**src/rtl/alu_mult_sequencer.sv**
```systemverilog
// Signed 32x32 radix-2 Booth multiplier sequencer that borrows a shared 32-bit ALU for 32 cycles.
// Optional macro MULT_SEQ_ZERO_BYPASS_EN: a start with a zero operand skips RUN and completes next cycle.
module alu_mult_sequencer (
    input  logic        clock,
    input  logic        reset,
    input  logic        ctrl_MULT,
    input  logic [31:0] data_operandA,
    input  logic [31:0] data_operandB,
    output logic [31:0] data_result,
    output logic        data_exception,
    output logic        data_resultRDY,
    output logic        busy,
    output logic [31:0] alu_operandA,
    output logic [31:0] alu_operandB,
    output logic [4:0]  alu_opcode,
    output logic [4:0]  alu_shiftamt,
    input  logic [31:0] alu_result,
    input  logic        alu_overflow
);

    typedef enum logic [1:0] {
        IDLE,
        RUN,
        DONE
    } state_t;

    state_t      state_q, state_d;
    logic [31:0] m_q, m_d;
    logic [31:0] phi_q, phi_d;
    logic [31:0] plo_q, plo_d;
    logic        q_q, q_d;
    logic [5:0]  cnt_q, cnt_d;
    logic [31:0] res_q, res_d;
    logic        exc_q, exc_d;
    logic        zero_start;

`ifdef MULT_SEQ_ZERO_BYPASS_EN
    assign zero_start = (data_operandA == '0) || (data_operandB == '0);
`else
    assign zero_start = 1'b0;
`endif

    always_ff @(posedge clock) begin
        if (reset) begin
            state_q <= IDLE;
            m_q     <= '0;
            phi_q   <= '0;
            plo_q   <= '0;
            q_q     <= 1'b0;
            cnt_q   <= '0;
            res_q   <= '0;
            exc_q   <= 1'b0;
        end else begin
            state_q <= state_d;
            m_q     <= m_d;
            phi_q   <= phi_d;
            plo_q   <= plo_d;
            q_q     <= q_d;
            cnt_q   <= cnt_d;
            res_q   <= res_d;
            exc_q   <= exc_d;
        end
    end

    always_comb begin
        state_d      = state_q;
        m_d          = m_q;
        phi_d        = phi_q;
        plo_d        = plo_q;
        q_d          = q_q;
        cnt_d        = cnt_q;
        res_d        = res_q;
        exc_d        = exc_q;
        alu_operandA = '0;
        alu_operandB = '0;
        alu_opcode   = 5'b00000;

        case (state_q)
            IDLE: begin
                if (ctrl_MULT) begin
                    if (zero_start) begin
                        state_d = DONE;
                        res_d   = '0;
                        exc_d   = 1'b0;
                    end else begin
                        state_d = RUN;
                        m_d     = data_operandA;
                        phi_d   = '0;
                        plo_d   = data_operandB;
                        q_d     = 1'b0;
                        cnt_d   = '0;
                    end
                end
            end
            RUN: begin
                alu_operandA = phi_q;
                case ({plo_q[0], q_q})
                    2'b01: alu_operandB = m_q;
                    2'b10: begin
                        alu_opcode   = 5'b00001;
                        alu_operandB = m_q;
                    end
                    default: alu_operandB = '0;
                endcase
                // Sign of the 33-bit true sum is result[31]^overflow; keeps M=-2^31 correct.
                phi_d = {alu_result[31] ^ alu_overflow, alu_result[31:1]};
                plo_d = {alu_result[0], plo_q[31:1]};
                q_d   = plo_q[0];
                cnt_d = cnt_q + 6'd1;
                if (cnt_d == 6'd32) begin
                    state_d = DONE;
                    res_d   = plo_d;
                    exc_d   = (phi_d != {32{plo_d[31]}});
                end
            end
            DONE: state_d = IDLE;
            default: state_d = IDLE;
        endcase
    end

    assign data_result    = res_q;
    assign data_exception = exc_q;
    assign data_resultRDY = (state_q == DONE);
    assign busy           = (state_q != IDLE);
    assign alu_shiftamt   = 5'b00000;

endmodule

```
**config.mk**
```make
export PLATFORM = sky130hd
export DESIGN_NAME = alu_mult_sequencer
export DESIGN_NICKNAME = d
export VERILOG_FILES = /design/src/rtl/alu_mult_sequencer.sv
export SDC_FILE = /design/constraint.sdc
export NUM_CORES = 1
export LEC_CHECK = 0
export ABC_CLOCK_PERIOD_IN_PS = 2720
export BUFFER_PORTS_ARGS = -buffer_cell sky130_fd_sc_hd__buf_2
export CORE_MARGIN = 2
export CORE_UTILIZATION = 40
export CTS_CLUSTER_SIZE = 14
export DETAILED_ROUTE_END_ITERATION = 10
export PLACE_DENSITY = 0.75
export SYNTH_ARGS = -nofsm -noshare
export SYNTH_HDL_FRONTEND = slang
export SYNTH_SLANG_ARGS = --single-unit
```
**constraint.sdc**
```tcl
create_clock -name clock -period 2.72 [get_ports clock]
set_clock_uncertainty 0.1 [all_clocks]
set_input_delay 0.408 -clock clock [delete_from_list [all_inputs] [get_ports clock]]
set_output_delay 0.408 -clock clock [all_outputs]
set_load 0.01 [all_outputs]
```
# Yosys cells after proc, flatten, opt, wreduce, memory -nomap -nowiden
# Index checks and enable logic that the tools add are counted.
[word_totals]
ff_bits = 138
elab_cells = 42
[classes]
add_sub_neg = 1
eq_ne = 8
n_mux = 16
n_bitwise = 1
reduce_logical = 8
[op_table]
columns = ["op", "n"]
rows = [
  ["32-bit two-way mux", 5],
  ["32-bit case mux with 2 select lines", 2],
  ["32-bit inequality test", 1],
  ["6-bit case mux with 2 select lines", 1],
  ["2-bit AND reduction", 4],
  ["6-bit by 1-bit adder with 6-bit output, second input constant", 1],
  ["6-bit == test, second input constant", 1],
  ["6-bit two-way mux", 1],
  ["2-bit by 1-bit == test with 1-bit output, second input constant", 2],
  ["2-bit == test, second input constant", 2],
  ["2-bit two-way mux", 2],
  ["2-bit inequality test, second input constant", 2],
  ["2-bit case mux with 2 select lines", 1],
  ["2-bit nonzero test", 2],
  ["1-bit two-way mux", 3],
  ["2-bit zero test", 1],
  ["1-bit case mux with 2 select lines", 1],
  ["2-bit OR reduction", 1],
  ["1-bit XOR", 1],
]

# Longest topological paths before layout
[logic_depth]
depth_word = 4
mapped_depth = 7
ltp_nobuf = 5

# Worst setup path after synthesis
# Ideal clock, no wire load.
[synth_timing]
path_type = "register to output"
from = "reg state_q[0]"
to = "out alu_opcode[0]"
t_arrival_ps = 1282
required_time_ps = 2212
path_slack_ps = 930
path_stages_with_launch = 6
n_path_buf = 3
cell_sequence = "dfxtp_1 nor2b_1 buf_2 buf_2 clkbuf_1 and2_1"
[synth_between]
elab_chain_cells = 2
[synth_rtl]
columns = ["item", "line", "text"]
rows = [
  ["start, declared", "27", "state_t state_q, state_d;"],
  ["start signal, assigned", "54", "state_q <= state_d;"],
  ["2-bit by 1-bit == test with 1-bit output", "78", "case (state_q)"],
  ["1-bit two-way mux", "78", ""],
  ["end, declared", "15", "output logic [4:0] alu_opcode,"],
]
# Every way passes these cells.

# Worst setup path in the final report
[layout_timing]
from = "reg state_q[0]"
to = "out alu_operandB[5]"
[layout_between]
elab_chain_cells = 2
[layout_rtl]
columns = ["item", "line", "text"]
rows = [
  ["2-bit by 1-bit == test with 1-bit output", "78", ""],
  ["32-bit two-way mux", "78", ""],
  ["end, declared", "14", "output logic [31:0] alu_operandB,"],
]
# Every way passes these cells.

==> flow_summary.yaml <==
logic_synthesis:
  synth_cells: 774
  post-synth-top-area-cell: "sky130_fd_sc_hd__dfxtp_1"
  post_synth_main_area_contributors: "sky130_fd_sc_hd__dfxtp_1, sky130_fd_sc_hd__nand2_1, sky130_fd_sc_hd__a21oi_1"
  netlist-cell-type-count: 41
  yosysTopAreaCellShare_pct: 45.0
  syn_area_per_cell_um2: 7.93
  postSynthRegisterBits: 138
  synth_common_cells: "sky130_fd_sc_hd__nand2_1, sky130_fd_sc_hd__dfxtp_1, sky130_fd_sc_hd__a21oi_1, sky130_fd_sc_hd__and2_1, sky130_fd_sc_hd__nor2_1"
  synth_edf_count: 0
  synth_seq_area_share_pct: 45.0
  synthMostInstantiatedCell: "sky130_fd_sc_hd__nand2_1"
  synth_top_flop_cell: "sky130_fd_sc_hd__dfxtp_1"
  async_flop_share_pct: 0
  synthesis_warnings: 0
  syn_area_um2: 6140
sta:
  setup-tns-final_ns: 0
  timing.final.crit_share_pct: 84.2
  rsz0062_at_grt: "false"
  slew_headroom_pct: 60.5
  worst_pin_slew_ns: 0.591
  layout_setup_ws_ns: 0.431
  achievable-frequency_mhz: 437
  setup_viol: 0
  finalWorstPathRequiredPeriod_ns: 2.29
  final-max-slew-violation-count: 0
  finalHoldViolCount: 0
placement:
  portBuffers: 199
  gp_routability_congestion: 0.757
  post-place-ws_ns: 0.662
  dp.final_hpwl_um: 10400
power:
  cellPowerDensity_nw_per_um2: 643
  vdd_drop_max_mv: 0.401
  internal_power_contribution_mw: 3.82
  total_leakage_power_nw: 3.35
  seq_power_share_pct: 43.6
  switchingPower_mw: 1.21
  comb_power_share_pct: 9.8
  switching_share_pct: 24.0
  clock_power_share_pct: 46.6
drt:
  drc: 0
  num_vias: 5723
  drtIter0Drc: 360
  detail_route.wl_per_cell_um: 13.7
  detail_route.vias_per_cell: 5.02
  wirelength_um: 15600
  ant_nets: 0
  drt-pass1-iter-count: 5
floorplan:
  floorplan.core_area_um2: 15100
  die_width_um: 128
  design.portCount: 209
  dieArea_um2: 16300
  die_height_um: 128
  rows: 45
  initial_util_pct: 40.7
setup_path:
  rrSetupSlack_ns: 0.73
  r2r_start: "cnt_q[0]"
  r2r.worst_path.cells: 6
  worstPathArrival_ns: 1.78
  timing.critical_path.fanout_max: 32
  startpoint_type_of_the_worst_setup_path: "flop"
  cp_data_required_time_ns: 2.21
  critical_path.startpoint: "state_q[0]"
  setup.worst_path.class: "flop to output pin"
  worst_setup_path_end_kind: "output pin"
clock_network:
  clk_pin_slew_worst_paths_ns: 0.06
  holdBufCountCts: 0
  cts_root_buf: "sky130_fd_sc_hd__clkbuf_16"
  clkLatencyLatePin_ns: 0.41
  number_of_cts_inserted_buffers: 17
  post_cts_buffers: 0
  cts_h_tree_lvls: 4
  clock_sink_count: 138
  max-clock-path-buffers: 2
  cts-resized-gates: 0
  tritoncts_clock_tree: "yes"
hold_path:
  timing.hold.worst.class: "input pin to flop"
  min_delay_startpoint: "data_operandA[29]"
  hold_depth: 3
global_route:
  grt_antenna_before_repair: 1
  overflow: 0
  number_of_global_route_vias_before_repair: 5249
  grt_use_total_pct: 19.2
  pin_count_of_the_biggest_net_entering_global_routing: 73
  grt_first_pass_wirelength_um: 25200
status:
  outcome: "completed"
layout:
  finalNetCount: 1043
  layout_stage_area_growth_over_the_synthesis_result_pct: 27.3
  drive_gt1_share_pct: 30.4
  fill_cells: 1463
job:
  max_cap_violations: 0
cell usage in the layout, fill, tap and decap left out, types with 19 or more instances in the layout:
master / synthesis / routed
sky130_fd_sc_hd__nand2_1: 213 / 212
sky130_fd_sc_hd__nor2_1: 43 / 43
sky130_fd_sc_hd__buf_2: 16 / 198
sky130_fd_sc_hd__a311oi_1: 32 / 32
sky130_fd_sc_hd__a21oi_2: 19 / 19
sky130_fd_sc_hd__dfxtp_1: 138 / 138
sky130_fd_sc_hd__a21oi_1: 86 / 86
sky130_fd_sc_hd__and2_1: 65 / 65
sky130_fd_sc_hd__nand2_4: 19 / 20
sky130_fd_sc_hd__nand3_1: 37 / 37
cell type report:
cell class                      count  area, µm²  area share, %
Antenna cell                        1       2.50         0.0320
Clock buffer                       23        478           6.12
Clock inverter                      7        116           1.49
Inverter                            2       7.51         0.0961
Multi-Input combinational cell    570       3050           39.1
Sequential cell                   138       2760           35.4
Tap cell                          188        235           3.01
Timing Repair Buffer              212       1160           14.8
through the flow:
step	utilization (%)	std cells	hold WS (ns)	instance area (µm²)	power [mW]
3_5_place_dp	47.8	1110	0.342	7220	2.72
2_1_floorplan	-	782	0.332	6170	2.54
4_1_cts	51.8	1140	0.107	7810	5.08
6_report	51.8	1141	0.126	7820	5.02
3_3_place_gp	47.8	1110	0.337	7220	2.71
5_1_grt	51.8	1140	0.111	7810	5.25
metal layers:
layer / part of all wire (%) / global-route usage [%] / vias to the layer above
met2: 48 / 31.3 / 178
met4: 1.3 / 6.33 / 0
li1: - / - / 2900
met1: 44 / 23.9 / 2628
met3: 6.9 / 6.80 / 17
met5: 0 / 0 / -
final timing paths:
kind / endpoint
setup / recovery: alu_operandB[5]
hold / removal: m_q[29]
setup reg to reg: data_result[2]
hold reg to reg: m_q[0]
flip-flops by register name (all words and copies together) (netlist names):
name            flops
q_q                 1
data_result        32
plo_q              32
state_q             2
data_exception      1
phi_q              32
cnt_q               6
m_q                32
power groups by stage:
| stage | clock network (mW) | registers, mW | logic (mW) |
|---|---|---|---|
| 2_1_floorplan | 0 | 2.21 | 0.323 |
| 3_3_place_gp | 0 | 2.23 | 0.485 |
| 3_5_place_dp | 0 | 2.23 | 0.489 |
| 4_1_cts | 2.40 | 2.19 | 0.494 |
| 5_1_grt | 2.49 | 2.20 | 0.553 |
| 6_report | 2.34 | 2.19 | 0.491 |
critical path: stages, from the launching register on:
cell and delay [ns]:
sky130_fd_sc_hd__dfxtp_1 0.45, sky130_fd_sc_hd__nand2b_4 0.18, sky130_fd_sc_hd__nor2_1 0.13, sky130_fd_sc_hd__buf_4 0.29, sky130_fd_sc_hd__and2_1 0.18, sky130_fd_sc_hd__buf_2 0.13
cell families after synthesis:
logic type	count (synthesis)	synth area share (%)
flops	138	45.0
mux	1	0.224
simple gates	411	32.8
compound gates	146	15.2
buf+inv	74	6.18
fa+ha+maj	2	0.408
xor+xnor	1	0.143
other cells	1	0.0611
(Power assumes the default switching activity.)
